<file path="src/rtl/sipo_collect.sv">
// sipo_collect: serial-in parallel-out word collector.
// Bits are accepted under a valid/ready handshake until N have arrived.
// The completed word is then held under a valid/ready handshake until the
// consumer takes it.
module sipo_collect #(
  parameter int unsigned N     = 16,
  parameter int unsigned RIGHT = 1
) (
  input  logic                       clk,
  input  logic                       reset_n,
  input  logic                       clear,
  input  logic                       start,
  input  logic                       bit_in,
  input  logic                       bit_valid,
  output logic                       bit_ready,
  output logic [N-1:0]               out,
  output logic                       out_valid,
  input  logic                       out_ready,
  output logic [$clog2(N+1)-1:0]     bit_count
);

  localparam int unsigned CW = $clog2(N + 1);

  typedef enum logic [1:0] {
    IDLE,
    COLLECT,
    HOLD
  } state_t;

  state_t          state;
  logic [N-1:0]    sreg;
  logic [CW-1:0]   cnt;

  // FSM, shift register and bit counter; clear overrides every other input.
  always_ff @(posedge clk or negedge reset_n) begin
    if (!reset_n) begin
      state <= IDLE;
      sreg  <= '0;
      cnt   <= '0;
    end else if (clear) begin
      state <= IDLE;
      sreg  <= '0;
      cnt   <= '0;
    end else begin
      case (state)
        IDLE: begin
          if (start) begin
            state <= COLLECT;
            sreg  <= '0;
            cnt   <= '0;
          end
        end
        COLLECT: begin
          if (start) begin
            // Restart: any bit offered this cycle is dropped.
            sreg <= '0;
            cnt  <= '0;
          end else if (bit_valid) begin
            if (RIGHT != 0) begin
              sreg <= {bit_in, sreg[N-1:1]};
            end else begin
              sreg <= {sreg[N-2:0], bit_in};
            end
            cnt <= cnt + 1'b1;
            if (cnt == CW'(N - 1)) begin
              state <= HOLD;
            end
          end
        end
        HOLD: begin
          if (out_ready) begin
            if (start) begin
              state <= COLLECT;
              sreg  <= '0;
              cnt   <= '0;
            end else begin
              // Word and count stay visible in IDLE.
              state <= IDLE;
            end
          end
        end
        default: begin
          state <= IDLE;
          sreg  <= '0;
          cnt   <= '0;
        end
      endcase
    end
  end

  // Handshake flags decode registered state only.
  always_comb begin
    bit_ready = (state == COLLECT);
    out_valid = (state == HOLD);
    out       = sreg;
    bit_count = cnt;
  end

endmodule

</file>
<file path="config.mk">
export PLATFORM = sky130hd
export DESIGN_NAME = sipo_collect
export DESIGN_NICKNAME = d
export VERILOG_FILES = /design/src/rtl/sipo_collect.sv
export SDC_FILE = /design/constraint.sdc
export NUM_CORES = 1
export LEC_CHECK = 0
export BUFFER_PORTS_ARGS = -buffer_cell sky130_fd_sc_hd__buf_2
export CORE_UTILIZATION = 40
export DETAILED_ROUTE_END_ITERATION = 16
export GPL_TIMING_DRIVEN = 0
export PLACE_DENSITY_LB_ADDON = 0.2
export SYNTH_ARGS = -nofsm -noshare
export SYNTH_HDL_FRONTEND = slang
export SYNTH_SLANG_ARGS = --single-unit
</file>
<file path="constraint.sdc">
create_clock -name clk -period 2 [get_ports clk]
set_input_delay 0.2 -clock clk [delete_from_list [all_inputs] [get_ports clk]]
set_output_delay 0.2 -clock clk [all_outputs]
set_load 0.02 [all_outputs]
</file>
== After elaboration in Yosys (flattened, before gate mapping) ==
Index checks and enable logic that the tools add are counted.

* Bits of input ports: 7
* Register bits: 23

* Reductions and logical operators: 3
* Add/subtract/negate cells: 1
* Muxes and demuxes: 20
* Eq/ne operators: 9

{| class="wikitable"
|+ Operator list
! kind !! count
|-
| 2-to-1 mux 16 bit || 5
|-
| case mux 16 bit (3 select lines) || 1
|-
| 2-to-1 mux 5 bit || 5
|-
| case mux 5 bit (3 select lines) || 1
|-
| 2-to-1 mux 2 bit || 6
|-
| inequality test 3 bit, second input constant || 3
|-
| inequality test 3 x 2 -> 1 bit, second input constant || 2
|-
| case mux 2 bit (3 select lines) || 1
|-
| adder 5 x 1 -> 5 bit, second input constant || 1
|-
| == test 5 x 4 -> 1 bit, second input constant || 1
|-
| AND reduction 5 bit || 1
|-
| inequality test 4 bit, second input constant || 1
|-
| == test 2 x 1 -> 1 bit, second input constant || 1
|-
| == test 2 bit, second input constant || 1
|-
| zero test 2 bit || 1
|-
| AND reduction 2 bit || 1
|-
| 2-to-1 mux 1 bit || 1
|}

== Longest topological paths before layout ==
* Depth in word-level cells: 6
* Mapped depth: 6
* Mapped depth without buffers: 6

== Worst setup path before layout ==
No wires, ideal clock.

* Path kind: flip-flop to flip-flop
* Start point: register cnt[0] (netlist: bit_count[0])
* End point: register state[1]
* Buffers on the path: 0
* Cell stages (with the launch flop): 7
* Path slack: 0.292 ns
* Library setup time: 0.118 ns
* Arrival time: 1.590 ns
* Data required time: 1.882 ns
* Path through: dfrtp_1 ha_1 and3_1 ha_1 a311o_2 a21oi_1 nor2_1

* Longest elaborated chain between the ends: 3

{| class="wikitable"
|+ Ends and longest elaborated chain
! what !! RTL line !! RTL
|-
| start, declared || 32 || <nowiki>logic [CW-1:0] cnt;</nowiki>
|-
| start signal, assigned || 64 || <nowiki>cnt <= cnt + 1'b1;</nowiki>
|-
| == test 5 x 4 -> 1 bit || 65 || <nowiki>if (cnt == CW'(N - 1)) begin</nowiki>
|-
| inequality test 3 x 2 -> 1 bit (no line) || -- ||
|-
| AND reduction 5 bit (no line) || -- ||
|-
| end signal, assigned || 66 || <nowiki>state <= HOLD;</nowiki>
|-
| end signal, assigned || 73 || <nowiki>state <= COLLECT;</nowiki>
|-
| end signal, assigned || 78 || <nowiki>state <= IDLE;</nowiki>
|-
| end, declared || 30 || <nowiki>state_t state;</nowiki>
|}

No other way between the ends.
A chain may end at the register's enable or synchronous reset.

== Worst setup path in the final report ==
Ends and elaborated chain as after synthesis.

==> results.ini <==
[logic_synthesis]
syn_inst = 72
synth_cell_types = 23
yosysSeqAreaShare_pct = 58.97
synth_seq_cells = 23
yosysTopAreaCell = dfrtp_1
avgSynthCellArea_um2 = 13.55
synthTopCellsByArea = dfrtp_1 59%, a22o_1 17%, ha_1 2.6%
synth.yosys.warnings = 0
synth_top_cell_area_share_pct = 58.97
synth_nets = 81
syn-cell-area_um2 = 975.9

[place]
routabilityCongestion = 0.6632
place_inst = 129
port_buffers = 29
pre_cts_ws_ns = 0.2911
hpwlAfterDp_um = 1269

[floorplanning]
ios = 30
num_rows = 17
die_y_um = 51.40
initial_core_util_pct = 43.29
core_area_mm2 = 0.002255
fp.dieW_um = 51.40
die_area_mm2 = 0.002641

[worst_hold_path]
hold_end = out[15]$_DFFE_PN0P_
hold_depth = 2
hold_start = bit_in
hold_path.class = in -> reg

[clock_tree]
htreeDepth = 1
cts_made_buffers = 3
cts.reportedPaths.clkPinSlew_ns = 0.12
cts-root-buf = clkbuf_4
cts_hold_buf = 1
cts_tree = done
clk_path_buf_depth = 2
clk_latency_ns = 0.30
cts-resized-gates = 0
post-cts-setup-buffers = 0
cts.sinks = 23

[worst_setup_path]
start_kind = flop
crit_path_end_kind = flop
critPathArrivalTime_ns = 1.92
crit_fanout = 4
r2r_end = state[1]$_DFFE_PN0P_
reg2reg_from = bit_count[0]$_DFFE_PN0P_
critical_path_required_ns = 2.20
crit_chain = ha_1 > and3_1 > ha_1 > a311o_2 > a21oi_1 > nor2_1
r2r_slack_ns = 0.28
path_class = reg -> reg
max_stage_delay_ns = 0.44
worst_path_most_repeated_cell = ha_1
reg2regPathDepth = 6
crit_slowest_cell = dfrtp_1

[layout]
diodes = 0
layout_commonest_cell = buf_2
syn2layout_area_growth_pct = 22.18
multiInputGateArea_um2 = 344.1
drive_above_1_share_pct = 38.68
fill_cells = 219
register_area_um2 = 575.6
final_cell_mix = 29 x buf_2, 23 x dfrtp_1, 19 x a22o_1
stdcell_count = 134
nets = 116
final_util_pct = 52.89

[drt]
vias_per_cell = 5.172
drtAntennaViolNets = 0
dr.pass1.iters = 4
drc_errors = 0
wirelength_um = 1771
wire_per_inst_um = 13.22
num_vias = 693
drtIter0Drc = 18

[global_routing]
grt_max_degree = 24
grt_overflow_total = 0
grt_pass1_wl_um = 2835
track_usage_pct = 14.90
antenna_found_initial = 0
grt_pass1_vias = 593

[timing]
maxSlewHeadroom_pct = 66.69
setup_viol = 0
finalSetupTns_ns = 0
final_hold_viol_count = 0
layout_setup_ws_ns = 0.2774
drv_slew = 0
fin_worst_skew_ns = 0.007465
grt_setup_unrepaired = no
fin_crit_sh_pct = 86.13
worst_pin_slew_ns = 0.4996
period_minus_slack_ns = 1.723
fmax_mhz = 580.5

[pwr]
ir_drop_mv = 0.2824
cellLeakagePower_nw = 0.6757
p_per_area_mw_per_mm2 = 651.6
p_total_uw = 776.9

[run]
drv_cap = 0

[outcome]
status = finished clean

## registers in the layout (all words and copies together), names as in the netlist
| signal | cells |
|---|---|
| bit_count | 5 |
| out | 16 |
| state | 2 |
## layout make-up
type                            count  area share [%]
Multi-Input combinational cell     40           28.86
Clock buffer                        4           2.204
Tap cell                           28           2.938
Inverter                            5           1.574
Buffer                              4           3.148
Sequential cell                    23           48.27
Timing Repair Buffer               30           13.01
## Yosys cell counts
master / instances
and3_1: 1
a32o_2: 1
buf_6: 2
inv_1: 5
nor4b_4: 1
nor2b_1: 1
a221o_1: 1
a22o_1: 19
nor2_2: 1
dfrtp_1: 23
a311o_2: 1
mux2_4: 1
o21ai_0: 1
nor2_1: 3
xnor2_1: 1
nand2b_1: 1
ha_1: 2
and3b_1: 1
a21oi_1: 1
nand3_1: 1
nor3_1: 1
o31ai_1: 1
buf_4: 2
## through the flow
stage	hold WS, ns	instance area, µm²
floorplan	-0.09559	975.9
global placement	0.1975	1156
detailed placement	0.2037	1156
CTS	0.09993	1192
global route	0.09523	1192
finish	0.1170	1192
## power by group
group	switching, mW	internal [mW]
clock	0.128	0.0777
sequential	0.00604	0.471
combinational	0.0584	0.0350
total	0.193	0.584
## metal layers
| layer | share of wire, % | global-route usage, % | wire length [µm] | vias up |
|---|---|---|---|---|
| met5 | 0 | 0 | 0 | - |
| met4 | 0.56 | 8.108 | 10 | 0 |
| met3 | 4.7 | 2.976 | 83 | 2 |
| met2 | 46 | 20.13 | 808 | 17 |
| met1 | 49 | 22.03 | 869 | 336 |
| li1 | - | - | - | 338 |
## critical path: cells and delay by family, from the launching register on
| kind | cells | cell delay [ns] |
|---|---|---|
| compound gates | 2 | 0.51 |
| simple gates | 2 | 0.24 |
| fa+ha+maj | 2 | 0.42 |
| flops | 1 | 0.44 |
## worst max-delay path by stage
stage	startpoint	to	slack, ns	depth (start not counted)
6_report	bit_count[0]$_DFFE_PN0P_	state[1]$_DFFE_PN0P_	0.28	6
4_1_cts	bit_count[0]$_DFFE_PN0P_	state[1]$_DFFE_PN0P_	0.27	6
5_1_grt	bit_count[0]$_DFFE_PN0P_	state[1]$_DFFE_PN0P_	0.20	6
2_1_floorplan	bit_count[0]$_DFFE_PN0P_	state[1]$_DFFE_PN0P_	0.29	6
3_5_place_dp	bit_count[0]$_DFFE_PN0P_	state[1]$_DFFE_PN0P_	0.29	6
3_3_place_gp	bit_count[0]$_DFFE_PN0P_	state[1]$_DFFE_PN0P_	0.31	6
## cells by family (layout without fill, tap and decap cells)
kind of cell	after synthesis	in the layout	synth area share [%]
AOI/OAI and AO/OA	25	25	22.18
DFF	23	23	58.97
and+or+nand+nor	11	11	8.077
buffers and inverters	9	43	5.769
adders and majority gates	2	2	2.564
xor gates and xnor gates	1	1	0.8976
muxes	1	1	1.538
No activity file was read; power rests on OpenSTA's default activity.
